### config.mk
export PLATFORM = sky130hd
export DESIGN_NAME = rng_request_arbiter
export DESIGN_NICKNAME = d
export VERILOG_FILES = /design/src/rtl/rng_arb_pkg.sv /design/src/rtl/rng_request_arbiter_rr_picker.sv /design/src/rtl/rng_request_arbiter.sv
export SDC_FILE = /design/constraint.sdc
export NUM_CORES = 1
export LEC_CHECK = 0
export CAP_MARGIN = 20
export CORE_MARGIN = 4
export CORE_UTILIZATION = 40
export CTS_CLUSTER_SIZE = 28
export DETAILED_ROUTE_END_ITERATION = 12
export PLACE_DENSITY = 0.64
export SLEW_MARGIN = 10
export SYNTH_ARGS = -nofsm -noshare
export SYNTH_HDL_FRONTEND = slang
export SYNTH_SLANG_ARGS = --single-unit
### constraint.sdc
create_clock -name clk -period 2.9 [get_ports clk]
set_input_delay 0.58 -clock clk [delete_from_list [all_inputs] [get_ports clk]]
set_output_delay 0.58 -clock clk [all_outputs]
set_load 0.005 [all_outputs]
### src/rtl/rng_arb_pkg.sv
// Shared types and helpers for the RNG request arbiter.
// State encoding, default widths and the bound-to-mask smear function.
package rng_arb_pkg;

    typedef enum logic [1:0] {
        IDLE   = 2'd0,
        SAMPLE = 2'd1,
        DONE   = 2'd2,
        HOLD   = 2'd3
    } state_t;

    localparam int NREQ_DEF      = 4;
    localparam int MAX_TRIES_DEF = 8;
    localparam int IDX_W         = $clog2(NREQ_DEF);
    localparam int TRY_W         = $clog2(MAX_TRIES_DEF);

    // Smallest 2^k-1 covering b: copy every set bit into all lower bits.
    function automatic logic [31:0] smear_mask(input logic [31:0] b);
        logic [31:0] m;
        m = b;
        m = m | (m >> 1);
        m = m | (m >> 2);
        m = m | (m >> 4);
        m = m | (m >> 8);
        m = m | (m >> 16);
        return m;
    endfunction

endpackage

### src/rtl/rng_request_arbiter_rr_picker.sv
// Round-robin picker: first set req bit after rr_ptr, wrapping.
// Ports: req, rr_ptr in; found, idx out. Purely combinational.
module rr_picker
    import rng_arb_pkg::*;
#(
    parameter int NREQ = 4,
    parameter int IW   = 2
) (
    input  logic [NREQ-1:0] req,
    input  logic [IW-1:0]   rr_ptr,
    output logic            found,
    output logic [IW-1:0]   idx
);

    logic [IW-1:0] cand_idx;

    // Walk from the farthest slot back to rr_ptr+1 so the
    // nearest requester is the last (winning) assignment.
    always_comb begin
        found    = 1'b0;
        idx      = '0;
        cand_idx = '0;
        for (int k = NREQ; k >= 1; k--) begin
            cand_idx = IW'((int'(rr_ptr) + k) % NREQ);
            if (req[cand_idx]) begin
                found = 1'b1;
                idx   = cand_idx;
            end
        end
    end

endmodule

### src/rtl/rng_request_arbiter.sv
// Shares one LFSR word stream between NREQ requesters, round-robin,
// returning a value in [0, bound] via mask-and-reject sampling.
// Ports: clk, rst (sync, active-high), rng_data, req, bound (packed,
// BITS per requester) in; gnt, rnd_val, rnd_valid, busy out (all
// registered). Optional macro RNG_NOREPEAT_EN rejects a repeat of
// the previous delivered value (except on fallback).
module rng_request_arbiter
    import rng_arb_pkg::*;
#(
    parameter int NREQ      = 4,
    parameter int BITS      = 11,
    parameter int MAX_TRIES = 8
) (
    input  logic                 clk,
    input  logic                 rst,
    input  logic [BITS-1:0]      rng_data,
    input  logic [NREQ-1:0]      req,
    input  logic [NREQ*BITS-1:0] bound,
    output logic [NREQ-1:0]      gnt,
    output logic [BITS-1:0]      rnd_val,
    output logic                 rnd_valid,
    output logic                 busy
);

    localparam int IW = (NREQ > 1) ? $clog2(NREQ) : 1;
    localparam int TW = (MAX_TRIES > 1) ? $clog2(MAX_TRIES) : 1;

    state_t        state;
    logic [IW-1:0] rr_ptr;
    logic [IW-1:0] idx_l;
    logic [IW-1:0] pick_idx;
    logic          pick_found;
    logic [TW-1:0] tries;

    logic [BITS-1:0] bound_l;
    logic [BITS-1:0] mask_l;
    logic [BITS-1:0] bnd_sel;
    logic [BITS-1:0] cand;
    logic [BITS-1:0] fb_val;
    logic [BITS-1:0] out_val;
    logic            in_range;
    logic            accept;
    logic            last_try;
    logic            deliver;

    rr_picker #(
        .NREQ (NREQ),
        .IW   (IW)
    ) u_pick (
        .req    (req),
        .rr_ptr (rr_ptr),
        .found  (pick_found),
        .idx    (pick_idx)
    );

    assign bnd_sel  = bound[int'(pick_idx)*BITS +: BITS];
    assign cand     = rng_data & mask_l;
    assign in_range = (cand <= bound_l);
    assign last_try = (tries == TW'(MAX_TRIES - 1));

`ifdef RNG_NOREPEAT_EN
    logic [BITS-1:0] last_val;
    logic            last_vld;
    logic            repeat_hit;

    assign repeat_hit = last_vld && (cand == last_val)
                        && (bound_l != '0);
    assign accept     = in_range && !repeat_hit;
    // A rejected in-range repeat is delivered as-is on fallback;
    // out-of-range cand folds down (mask < 2*(bound+1)).
    assign fb_val     = in_range ? cand
                                 : cand - (bound_l + 1'b1);

    always_ff @(posedge clk) begin
        if (rst) begin
            last_val <= '0;
            last_vld <= 1'b0;
        end else if (deliver) begin
            last_val <= out_val;
            last_vld <= 1'b1;
        end
    end
`else
    assign accept = in_range;
    // mask < 2*(bound+1), so the folded value is always <= bound.
    assign fb_val = cand - (bound_l + 1'b1);
`endif

    assign deliver = (state == SAMPLE) && (accept || last_try);
    assign out_val = accept ? cand : fb_val;

    always_ff @(posedge clk) begin
        if (rst) begin
            state     <= IDLE;
            gnt       <= '0;
            rnd_valid <= 1'b0;
            rnd_val   <= '0;
            busy      <= 1'b0;
            tries     <= '0;
            rr_ptr    <= IW'(NREQ - 1);
            idx_l     <= '0;
            bound_l   <= '0;
            mask_l    <= '0;
        end else begin
            gnt       <= '0;
            rnd_valid <= 1'b0;
            unique case (state)
                IDLE: begin
                    if (pick_found) begin
                        idx_l   <= pick_idx;
                        bound_l <= bnd_sel;
                        mask_l  <= BITS'(smear_mask(32'(bnd_sel)));
                        rr_ptr  <= pick_idx;
                        tries   <= '0;
                        state   <= SAMPLE;
                        busy    <= 1'b1;
                    end
                end
                SAMPLE: begin
                    if (deliver) begin
                        rnd_val   <= out_val;
                        gnt       <= NREQ'(1) << idx_l;
                        rnd_valid <= 1'b1;
                        state     <= DONE;
                    end else begin
                        tries <= tries + 1'b1;
                    end
                end
                DONE: begin
                    state <= HOLD;
                end
                HOLD: begin
                    // req is ignored here so a requester that drops
                    // req after gnt is not served a second time.
                    state <= IDLE;
                    busy  <= 1'b0;
                end
                default: begin
                    state <= IDLE;
                    busy  <= 1'b0;
                end
            endcase
        end
    end

endmodule

==> out/metrics.yaml, run 1 <==
clock_network:
  cts_max_level: 2
  cts_tree: "built"
  cts-root-buf: "clkbuf_8"
  clk_pin_slew_ns: 0.09
  cts_buffer_depth: 2
  cts_made_buffers: 5
  clock-sinks: 47
  clk_latency_ns: 0.31
global_routing:
  grt_max_degree: 27
  globalRouteTotalUtil_pct: 17.4
  grt_antenna_before_repair: 0
  grt_pass1_wl_mm: 12.3
  grt_pass1_vias: 2742
  grt_overflow: 0
synthesis:
  synth_nets: 429
  syn-instance-count: 349
  synth_seq_cells: 47
  syn_area_um2: 2950
  synthTopCellsByCount: "nor2_1, dfxtp_1, a21oi_1, mux2i_1, inv_1"
  synth_top_area_cell: "dfxtp_1"
  netlist.area_leader.share_pct: 31.9
  synth_seq_area_share_pct: 31.9
  synth_edf_count: 0
  ys.flop_type: "dfxtp_1"
  synth_top_cells_by_area: "dfxtp_1, mux2i_1, nor2_1, ha_1, a21oi_1"
  synth_warnings: 0
  syn_avg_cell_area_um2: 8.46
  synth.most_common_cell: "nor2_1"
  async_flop_share_pct: 0
  synth.distinct_cells: 53
sta:
  fin_hold_ws_ns: 0.463
  setup_viol: 0
  skew_ns: 0.00615
  slew_violations: 0
  period_share_pct: 94.6
  tightest_slew_ns: 0.659
  tns_ns: 0
  rsz0062_at_grt: "false"
  layout_min_cycle_time_ns: 2.74
  fmax_ghz: 0.364
  relSlewSlack_pct: 55.7
  hold_violations: 0
worst_setup_path:
  worstSetupEndpointType: "register"
  critical_path_class: "input port to register"
  worstPathRequired_ns: 3.09
  worst_ep_arrival_time_ns: 2.94
  worstPathMaxFanout: 3
  cp-start-kind: "input port"
power:
  finalPower_uw: 4200
  leakagePower_uw: 0.00191
  power.density_nw_per_um2: 962
  ir_worst_vdd_uv: 565
die:
  core_um2: 7210
  start_util_pct: 40.9
  dieArea_um2: 8820
  fp.dieH_um: 93.9
  pin_count: 78
  num_rows: 31
  die_width_um: 93.9
placed_design:
  hpwl_mm: 6.08
  gp_congestion: 0.917
  portBuffers: 77
  place_area_um2: 4250
layout:
  num-nets-final: 558
  finish.utilization_pct: 60.5
  fillers: 684
  drive_above_1_share_pct: 20.7
  antenna_cells: 0
  final_cell_area_um2: 4370
  area_growth_pct: 47.8
detailed_routing:
  wl_per_cell_um: 12.7
  first_pass_iters: 4
  drt-total-wl_mm: 7.36
  vias: 2810
  postRouteAntennaNets: 0
  vias_per_cell: 4.86
  drtIter0Drc: 68
  drc_errors: 0
min_path:
  hold_class: "register to register"
flow_run:
  drv_cap: 0
run_status:
  status: "completed"
-- registers in the layout, summed over array words and instances, names as in the netlist --
signal / cells
bound_l: 11
rnd_valid: 1
rr_ptr: 2
state: 2
mask_l: 10
gnt: 4
tries: 3
idx_l: 2
rnd_val: 11
busy: 1
-- layer usage --
layer,track usage [%],share of wire [%]
met5,0,0
met2,31.0,50
met3,3.45,3.7
met1,21.2,44
met4,5.05,1.6
-- through the flow --
step                instances  setup WS (ns)
floorplan                 349          0.386
global placement          569         -0.158
detailed placement        569         -0.231
CTS                       577         0.0848
global route              578        0.00718
finish                    578          0.156
-- worst max-delay path, cell delays in order --
cell,delay [ns]
clkdlybuf4s50_1,0.40
and2_1,0.18
ha_1,0.31
a21o_1,0.18
a21oi_1,0.21
o21a_1,0.16
o211ai_1,0.11
buf_4,0.16
and3_1,0.21
a21oi_2,0.19
mux2i_1,0.20
nor2_1,0.05
-- final cells by class --
class | instances | area (µm²) | share of cell area, %
multi-input cells | 266 | 1880 | 43.0
clock buffers | 5 | 68.8 | 1.58
repair buffers | 139 | 1260 | 28.9
well taps | 99 | 124 | 2.84
inverters | 19 | 71.3 | 1.63
clock inverters | 3 | 22.5 | 0.516
flip-flops and latches | 47 | 941 | 21.5
-- layout by cell type (no fill, tap or decap), types with 4 or more instances in the layout --
| cell type | count |
|---|---|
| a211oi_1 | 11 |
| a21o_1 | 4 |
| a21oi_1 | 29 |
| and2_1 | 9 |
| and3_1 | 4 |
| buf_4 | 60 |
| clkbuf_8 | 5 |
| clkdlybuf4s50_1 | 77 |
| dfxtp_1 | 47 |
| ha_1 | 18 |
| inv_1 | 19 |
| mux2_2 | 9 |
| mux2i_1 | 28 |
| nand2_1 | 15 |
| nand2b_1 | 7 |
| nand3_1 | 4 |
| nor2_1 | 62 |
| nor2b_1 | 6 |
| nor3_1 | 7 |
| nor4_1 | 4 |
| xnor2_1 | 4 |
-- cell families (layout without fill, tap and decap cells) --
group | Yosys count | count (layout) | synth area share [%]
buffers and inverters | 36 | 166 | 5.34
adders and majority gates | 19 | 19 | 8.30
and+or+nand+nor | 132 | 132 | 23.0
muxes | 38 | 38 | 13.4
DFF | 47 | 47 | 31.9
xor gates and xnor gates | 5 | 5 | 1.48
AOI/OAI and AO/OA | 72 | 72 | 16.6
-- path summary, 6_finish.rpt --
check / cells past startpoint / to / slack (ns) / startpoint
max: 12 / state[1] / 0.16 / rng_data[4]
min: 2 / bound_l[4] / 0.46 / bound_l[4]
max reg2reg: 11 / rnd_val[9] / 0.52 / mask_l[1]
min reg2reg: 2 / bound_l[4] / 0.46 / bound_l[4]
-- repair_timing --
item                       CTS  global route
resized for setup            0             9
setup endpoints to repair    0            16
buffers inserted             0             1
hold buffers                 0             0
-- power by group --
| part | switching (µW) | leakage (µW) | internal, µW |
|---|---|---|---|
| clock network | 234 | 0.0000489 | 175 |
| logic | 1340 | 0.00147 | 1470 |
| registers | 126 | 0.000388 | 856 |
No activity file was read; power rests on OpenSTA's default activity.
==> inputs of run 2 (changes only) <==
--- a/config.mk
+++ b/config.mk
@@ -11,7 +11,8 @@
 export CTS_CLUSTER_SIZE = 28
 export DETAILED_ROUTE_END_ITERATION = 12
 export PLACE_DENSITY = 0.64
-export SLEW_MARGIN = 10
+export SLEW_MARGIN = 40
 export SYNTH_ARGS = -nofsm -noshare
 export SYNTH_HDL_FRONTEND = slang
+export SYNTH_HIERARCHICAL = 1
 export SYNTH_SLANG_ARGS = --single-unit
==> run 2 against run 1 <==
Total power up 4.2%. Sequential power is 7% higher. Critical path type unchanged. Utilization up 2.1 points. Non-clock buffer count shrank 2. Combinational power decreased by 3%. First-iteration DRC count up 60%.
==> out/metrics.yaml, run 2 <==
sta:
  layout_min_cycle_time_ns: 2.78  # +0.0365 ns
  rsz0062_at_grt: "true"
  setup_viol: 0  # unchanged
  period_share_pct: 95.9  # +1.3 points
  fmax_ghz: 0.360  # -1.3%
  skew_ns: 0.0149  # +0.00876 ns
  relSlewSlack_pct: 71.2  # +16 points
  tns_ns: 0  # unchanged
  slew_violations: 0  # unchanged
  hold_violations: 0  # unchanged
  tightest_slew_ns: 0.431  # -0.228 ns
detailed_routing:
  postRouteAntennaNets: 0  # unchanged
  drtIter0Drc: 109  # +60%
  wl_per_cell_um: 13.3  # +4.2%
  vias_per_cell: 5.05  # +3.9%
  first_pass_iters: 4  # unchanged
  drt-total-wl_mm: 7.42  # +0.73%
  vias: 2823  # +0.46%
  drc_errors: 0  # unchanged
worst_setup_path:
  crit_family: "simple AND/OR/NAND/NOR gates"
  reg2reg_to: "mask_l[1]"
  r2r_cells: 9  # -2
  cp-start-kind: "input port"
  slowest_stage: "or4_1"
  cp_cell_sequence: "clkdlybuf4s50_1 -> and2_1 -> ha_1 -> nand4_1 -> a211oi_1 -> a211oi_2 -> or2_1 -> or4_1 -> a21oi_1"
  worstPathRequired_ns: 3.15  # +0.06 ns
  worst_ep_arrival_time_ns: 3.03  # +0.09 ns
  critical_path_class: "input port to register"
  cp_num_buf_inv: 1  # -1
  worstPathMaxFanout: 5  # +2
  slowest_delay_ns: 0.52  # +0.12 ns
  r2r_start: "rr_ptr[1]"
  regToRegSetupSlack_ns: 0.18  # -0.34 ns
  worstSetupEndpointType: "register"
synthesis:
  syn_avg_cell_area_um2: 8.52  # +0.63%
  synth_warnings: 6  # +6
  synth_seq_area_share_pct: 33.2  # +1.3 points
  synth_top_area_cell: "dfxtp_1"
  synth.distinct_cells: 51  # -3.8%
  synthTopCellsByCount: "a21oi_1, dfxtp_1, nand2_1, nor2_1, o21ai_0"
  synth_edf_count: 0  # unchanged
  netlist.area_leader.share_pct: 33.2  # +1.3 points
  ys.flop_type: "dfxtp_1"
  syn_area_um2: 2840  # -4.0%
  synth_top_cells_by_area: "dfxtp_1, a21oi_1, ha_1, mux4_1, nand2_1"
  synth_seq_cells: 47  # unchanged
  async_flop_share_pct: 0  # unchanged
  syn-instance-count: 333  # -4.6%
  synth_nets: 412  # -4.0%
clock_network:
  cts_max_level: 2  # unchanged
  clk_pin_slew_ns: 0.11  # +0.02 ns
  cts-root-buf: "clkbuf_8"
  cts_buffer_depth: 2  # unchanged
  clk_latency_ns: 0.31  # about the same
  cts_tree: "built"
  hold_buffers: 0  # unchanged
  cts_made_buffers: 5  # unchanged
  clock-sinks: 47  # unchanged
power:
  power.density_nw_per_um2: 1020  # +6.3%
  leakagePower_uw: 0.00181  # -4.9%
  ir_worst_vdd_uv: 384  # -32%
layout:
  num-nets-final: 541  # -3.0%
  area_growth_pct: 50.8
  most-common-layout-cells: "clkdlybuf4s50_1, buf_4, a21oi_1, dfxtp_1, nand2_1"
  antenna_cells: 0  # unchanged
  top_regs: "bound_l (11), rnd_val (11), mask_l (10)"
  layout_commonest_cell: "clkdlybuf4s50_1"
  final_cell_area_um2: 4280  # -2.0%
  drive_above_1_share_pct: 18.6  # -2.1 points
die:
  num_rows: 30  # -3.2%
  core_um2: 6830  # -5.3%
  dieArea_um2: 8500  # -3.6%
  die_width_um: 92.2  # -1.8%
  fp.dieH_um: 92.2  # -1.8%
  start_util_pct: 41.5  # +0.57 points
  pin_count: 78  # unchanged
placed_design:
  gp_congestion: 0.843  # -8.1%
  hpwl_mm: 5.84  # -3.9%
  portBuffers: 77  # unchanged
  place_area_um2: 4100  # -3.4%
global_routing:
  grt_overflow: 0  # unchanged
  grt_pass1_wl_mm: 12.8  # +4.4%
  globalRouteTotalUtil_pct: 18.2  # +0.79 points
  grt_antenna_before_repair: 0  # unchanged
  grt_pass1_vias: 2814  # +2.6%
  grt_max_degree: 30  # +11%
min_path:
  min-delay-start: "bound_l[8]"
  hold_depth: 2  # unchanged
  hold-path-endpoint: "bound_l[8]"
  hold_class: "register to register"
flow_run:
  drv_cap: 0  # unchanged
run_status:
  status: "completed"
run 2: cell count changes after synthesis, sizes merged, moves of 9 or more:
cell / change
a211oi: -9
a21oi: +18
mux2: -10
mux2i: -24
mux4: +11
nand2: +28
nor2: -36
o21ai: +16
run 2: routing by layer:
metal  vias to the layer above  global-route usage, %  share of wire [%]
li1                       1451                      -                  -
met4                         0                   6.06                2.2
met5                         -                      0                  0
met1                      1268                   24.0                 46
met2                        90                   29.6                 46
met3                        14                   3.94                6.3
run 2: worst max-delay path by stage:
stage                      startpoint        end  slack (ns)  depth (start not counted)
after detailed placement       req[3]  mask_l[1]       -0.53                          9
final                     rng_data[6]   tries[0]        0.12                          9
after floorplan                req[2]  mask_l[1]        0.07                          9
after global routing      rng_data[6]   tries[0]      -0.002                          9
after CTS                      req[2]  mask_l[1]        0.07                         10
after global placement         req[3]  mask_l[1]       -0.45                          9
run 2: through the flow:
| step | std cells | util (%) | hold WS (ns) | setup WS [ns] | power [µW] |
|---|---|---|---|---|---|
| 6_report | 559 | 62.6 | 0.460 | 0.119 | 4370 |
| 5_1_grt | 559 | 62.6 | 0.483 | -0.00159 | 4770 |
| 4_1_cts | 558 | 62.4 | 0.462 | 0.0703 | 4390 |
| 3_5_place_dp | 548 | 60.0 | 0.448 | -0.531 | 3750 |
| 3_3_place_gp | 548 | 60.0 | 0.444 | -0.446 | 3700 |
| 2_1_floorplan | 333 | - | 0.436 | 0.0664 | 2620 |
run 2: cell families after synthesis:
family	synth area share, %
simple gates	20.6
xor+xnor	1.24
flops	33.2
compound gates	20.7
fa+ha+maj	8.20
buf+inv	5.07
mux	11.1
run 2: worst reg2reg max path, stage by stage, from the launching register on:
cell      delay, ns
dfxtp_1        0.42
nand2b_1       0.15
a21oi_2        0.07
o221ai_4       0.27
buf_6          0.16
mux4_2         0.53
nor4_4         0.29
nand3_2        0.12
or3_4          0.40
o221a_1        0.21
run 2: layout make-up:
cell class	instances	area, µm²
Multi-Input combinational cell	251	1770
Clock buffer	5	68.8
Timing Repair Buffer	137	1230
Tap cell	96	120
Inverter	20	75.1
Sequential cell	47	941
Fill cell	631	2550
Clock inverter	3	71.3
run 2: what timing repair did:
action / in CTS / in global routing
pin swaps: 3 / 4
endpoints found under the setup margin: 4 / 6
buffers inserted: 2 / 1
cloned: 0 / 0
gates resized for setup: 9 / 9
run 2: power breakdown:
| part | total, µW | switching [µW] | internal [µW] |
|---|---|---|---|
| registers | 1050 | 152 | 896 |
| clock network | 597 | 247 | 350 |
| logic | 2730 | 1320 | 1410 |
==> inputs of run 3 (changes only) <==
--- a/config.mk
+++ b/config.mk
@@ -5,11 +5,13 @@
 export SDC_FILE = /design/constraint.sdc
 export NUM_CORES = 1
 export LEC_CHECK = 0
+export ABC_CLOCK_PERIOD_IN_PS = 2900
 export CAP_MARGIN = 20
 export CORE_MARGIN = 4
 export CORE_UTILIZATION = 40
 export CTS_CLUSTER_SIZE = 28
 export DETAILED_ROUTE_END_ITERATION = 12
+export MAX_ROUTING_LAYER = met4
 export PLACE_DENSITY = 0.64
 export SLEW_MARGIN = 40
 export SYNTH_ARGS = -nofsm -noshare
==> run 3 against run 2 <==
Worst hold slack got worse by 0.00051 ns. Count of clock-buffer cells in the layout did not move. Clock skew fell by 0.0049 ns. Sequential share of layout area barely moved. Critical endpoint unchanged. Cell count did not move. Utilization rose by 0.092 points.
==> out/metrics.yaml, run 3 (synthesis gave the netlist of run 2 again) <==
run_status:
  status: "completed"
sta:
  postLayoutSetupSlackWorst_ns: 0.135  # +0.0152 ns
  setup_viol: 0  # unchanged
  rsz0062_at_grt: "false"
  relSlewSlack_pct: 72.1  # +0.92 points
  slew_violations: 0  # unchanged
  layout_min_cycle_time_ns: 2.77  # -0.0152 ns
  skew_ns: 0.0100  # -0.00490 ns
  period_share_pct: 95.4  # -0.52 points
  tightest_slew_ns: 0.415  # -0.0166 ns
  fin_hold_ws_ns: 0.460  # -0.000511 ns
  fmax_ghz: 0.362  # +0.55%
  hold_violations: 0  # unchanged
die:
  dieArea_um2: 8500  # unchanged
  num_rows: 30  # unchanged
  fp.dieH_um: 92.2  # unchanged
  die_width_um: 92.2  # unchanged
  core_um2: 6830  # unchanged
  start_util_pct: 41.5  # unchanged
  pin_count: 78  # unchanged
layout:
  num-nets-final: 541  # unchanged
  drive_above_1_share_pct: 18.8  # +0.22 points
  final_cell_area_um2: 4280  # +0.15%
  area_growth_pct: 51.0
  most-common-layout-cells: "clkdlybuf4s50_1, buf_4, dfxtp_1"
  layout_commonest_cell: "clkdlybuf4s50_1"
  top_regs: "bound_l (11), rnd_val (11), mask_l (10)"
  fillers: 638  # +1.1%
  antenna_cells: 0  # unchanged
  multi_input_area_um2: 1780  # +0.35%
  finish.utilization_pct: 62.7  # +0.092 points
  regArea_um2: 941  # unchanged
detailed_routing:
  postRouteAntennaNets: 0  # unchanged
  drc_errors: 0  # unchanged
  vias: 2838  # +0.53%
  vias_per_cell: 5.08  # +0.53%
  first_pass_iters: 4  # unchanged
  drt-total-wl_mm: 7.46  # +0.57%
  wl_per_cell_um: 13.3  # +0.57%
  drtIter0Drc: 99  # -9.2%
global_routing:
  grt_antenna_before_repair: 0  # unchanged
  globalRouteTotalUtil_pct: 18.6  # +0.34 points
  grt_max_degree: 30  # unchanged
  grt_pass1_vias: 2816  # +0.071%
  grt_overflow: 0  # unchanged
  grt_pass1_wl_mm: 12.6  # -1.7%
placed_design:
  gp_congestion: 0.862  # +2.2%
  portBuffers: 77  # unchanged
  hpwl_mm: 5.98  # +2.5%
  dp_slack_ns: -0.530  # +0.000608 ns
  place_area_um2: 4110  # +0.18%
worst_setup_path:
  reg2reg_to: "mask_l[1]"
  cp.depth: 9  # unchanged
  worstPathMaxFanout: 5  # unchanged
  slowest_stage: "or4_1"
  critPathLaunch: "rng_data[6]"
  crit_family: "simple AND/OR/NAND/NOR gates"
  cp-start-kind: "input port"
  cpMostUsedCell: "a211oi_2"
  worstPathRequired_ns: 3.15  # about the same
  regToRegSetupSlack_ns: 0.16  # -0.02 ns
  slowest_delay_ns: 0.52  # about the same
  worst_ep_arrival_time_ns: 3.01  # -0.02 ns
  worstSetupEndpoint: "tries[0]"
  critical_path_class: "input port to register"
  cp_num_buf_inv: 1  # unchanged
  cp_cell_sequence: "clkdlybuf4s50_1 -> and2_1 -> ha_1 -> nand4_1 -> a211oi_2 -> a211oi_2 -> or2_1 -> or4_1 -> a21oi_1"
  worstSetupEndpointType: "register"
  r2r_cells: 9  # unchanged
  r2r_start: "rr_ptr[1]"
clock_network:
  clk_pin_slew_ns: 0.10  # about the same
  cts_tree: "built"
  cts_made_buffers: 5  # unchanged
  cts-root-buf: "clkbuf_8"
  clk_latency_ns: 0.31  # about the same
  clock-sinks: 47  # unchanged
  hold_buffers: 0  # unchanged
  cts_buffer_depth: 2  # unchanged
  cts_max_level: 2  # unchanged
power:
  clkPwrFrac_pct: 13.5  # about the same
  ir_worst_vdd_uv: 356  # -7.2%
  combPwrFrac_pct: 62.5  # about the same
  swShare_pct: 39.3  # about the same
  seq_power_share_pct: 23.9  # about the same
  power.density_nw_per_um2: 1030  # +0.39%
  leakagePower_uw: 0.00182  # +0.17%
  p_switching_uw: 1730  # +0.55%
  p_int_uw: 2670  # +0.53%
flow_run:
  drv_cap: 0  # unchanged
min_path:
  hold_class: "register to register"
## run 3: cell counts in the layout (fill, tap and decap cells not counted)
Identical to the previous run, type by type.
## run 3: per-layer routing
layer / share of wire (%) / track usage [%] / vias to the layer above
met1: 46 / 23.5 / 1293
met5: 0 / - / -
met4: 1.4 / 5.32 / 0
met2: 47 / 30.5 / 84
met3: 5.6 / 3.36 / 9
li1: - / - / 1452
## run 3: per-stage QoR
step | cells | TNS, ns | total power, µW
detailed placement | 549 | -6.22 | 3770
CTS | 559 | 0 | 4410
global placement | 549 | -6.23 | 3730
global route | 559 | 0 | 4780
finish | 559 | 0 | 4400
floorplan | 333 | 0 | 2620
## run 3: worst min-delay path by stage
stage          startpoint    endpoint  slack [ns]  cells after the start
6_report       bound_l[6]  bound_l[6]        0.46                      2
5_1_grt        bound_l[8]  bound_l[8]        0.49                      2
3_5_place_dp   bound_l[6]  bound_l[6]        0.45                      2
4_1_cts        bound_l[6]  bound_l[6]        0.46                      2
2_1_floorplan  bound_l[2]  bound_l[2]        0.44                      2
3_3_place_gp   bound_l[8]  bound_l[8]        0.44                      2
## run 3: layout make-up
cell class | instances | share of cell area (%)
flip-flops and latches | 47 | 22.0
inverters | 20 | 1.75
clock buffers | 5 | 1.61
clock inverters | 3 | 1.66
repair buffers | 137 | 28.8
multi-input cells | 251 | 41.4
well taps | 96 | 2.80
## run 3: repair_timing
action,CTS,global route
pin swaps,3,5
hold endpoints to repair,0,0
gates resized for setup,9,10
setup buffers,2,0
endpoints found under the setup margin,3,23
## run 3: worst min-delay path: cells and delay by family, from the launching register on
kind	cells	cell delay (ns)
compound gates	1	0.05
flops	1	0.32
simple gates	1	0.05
## run 3: power by group through the flow
stage                     Combinational (µW)  Clock, µW  Sequential [µW]
after CTS                               2740        607             1060
final                                   2750        595             1050
after detailed placement                2710          0             1070
after global placement                  2670          0             1050
after global routing                    3060        631             1090
after floorplan                         1590          0             1030
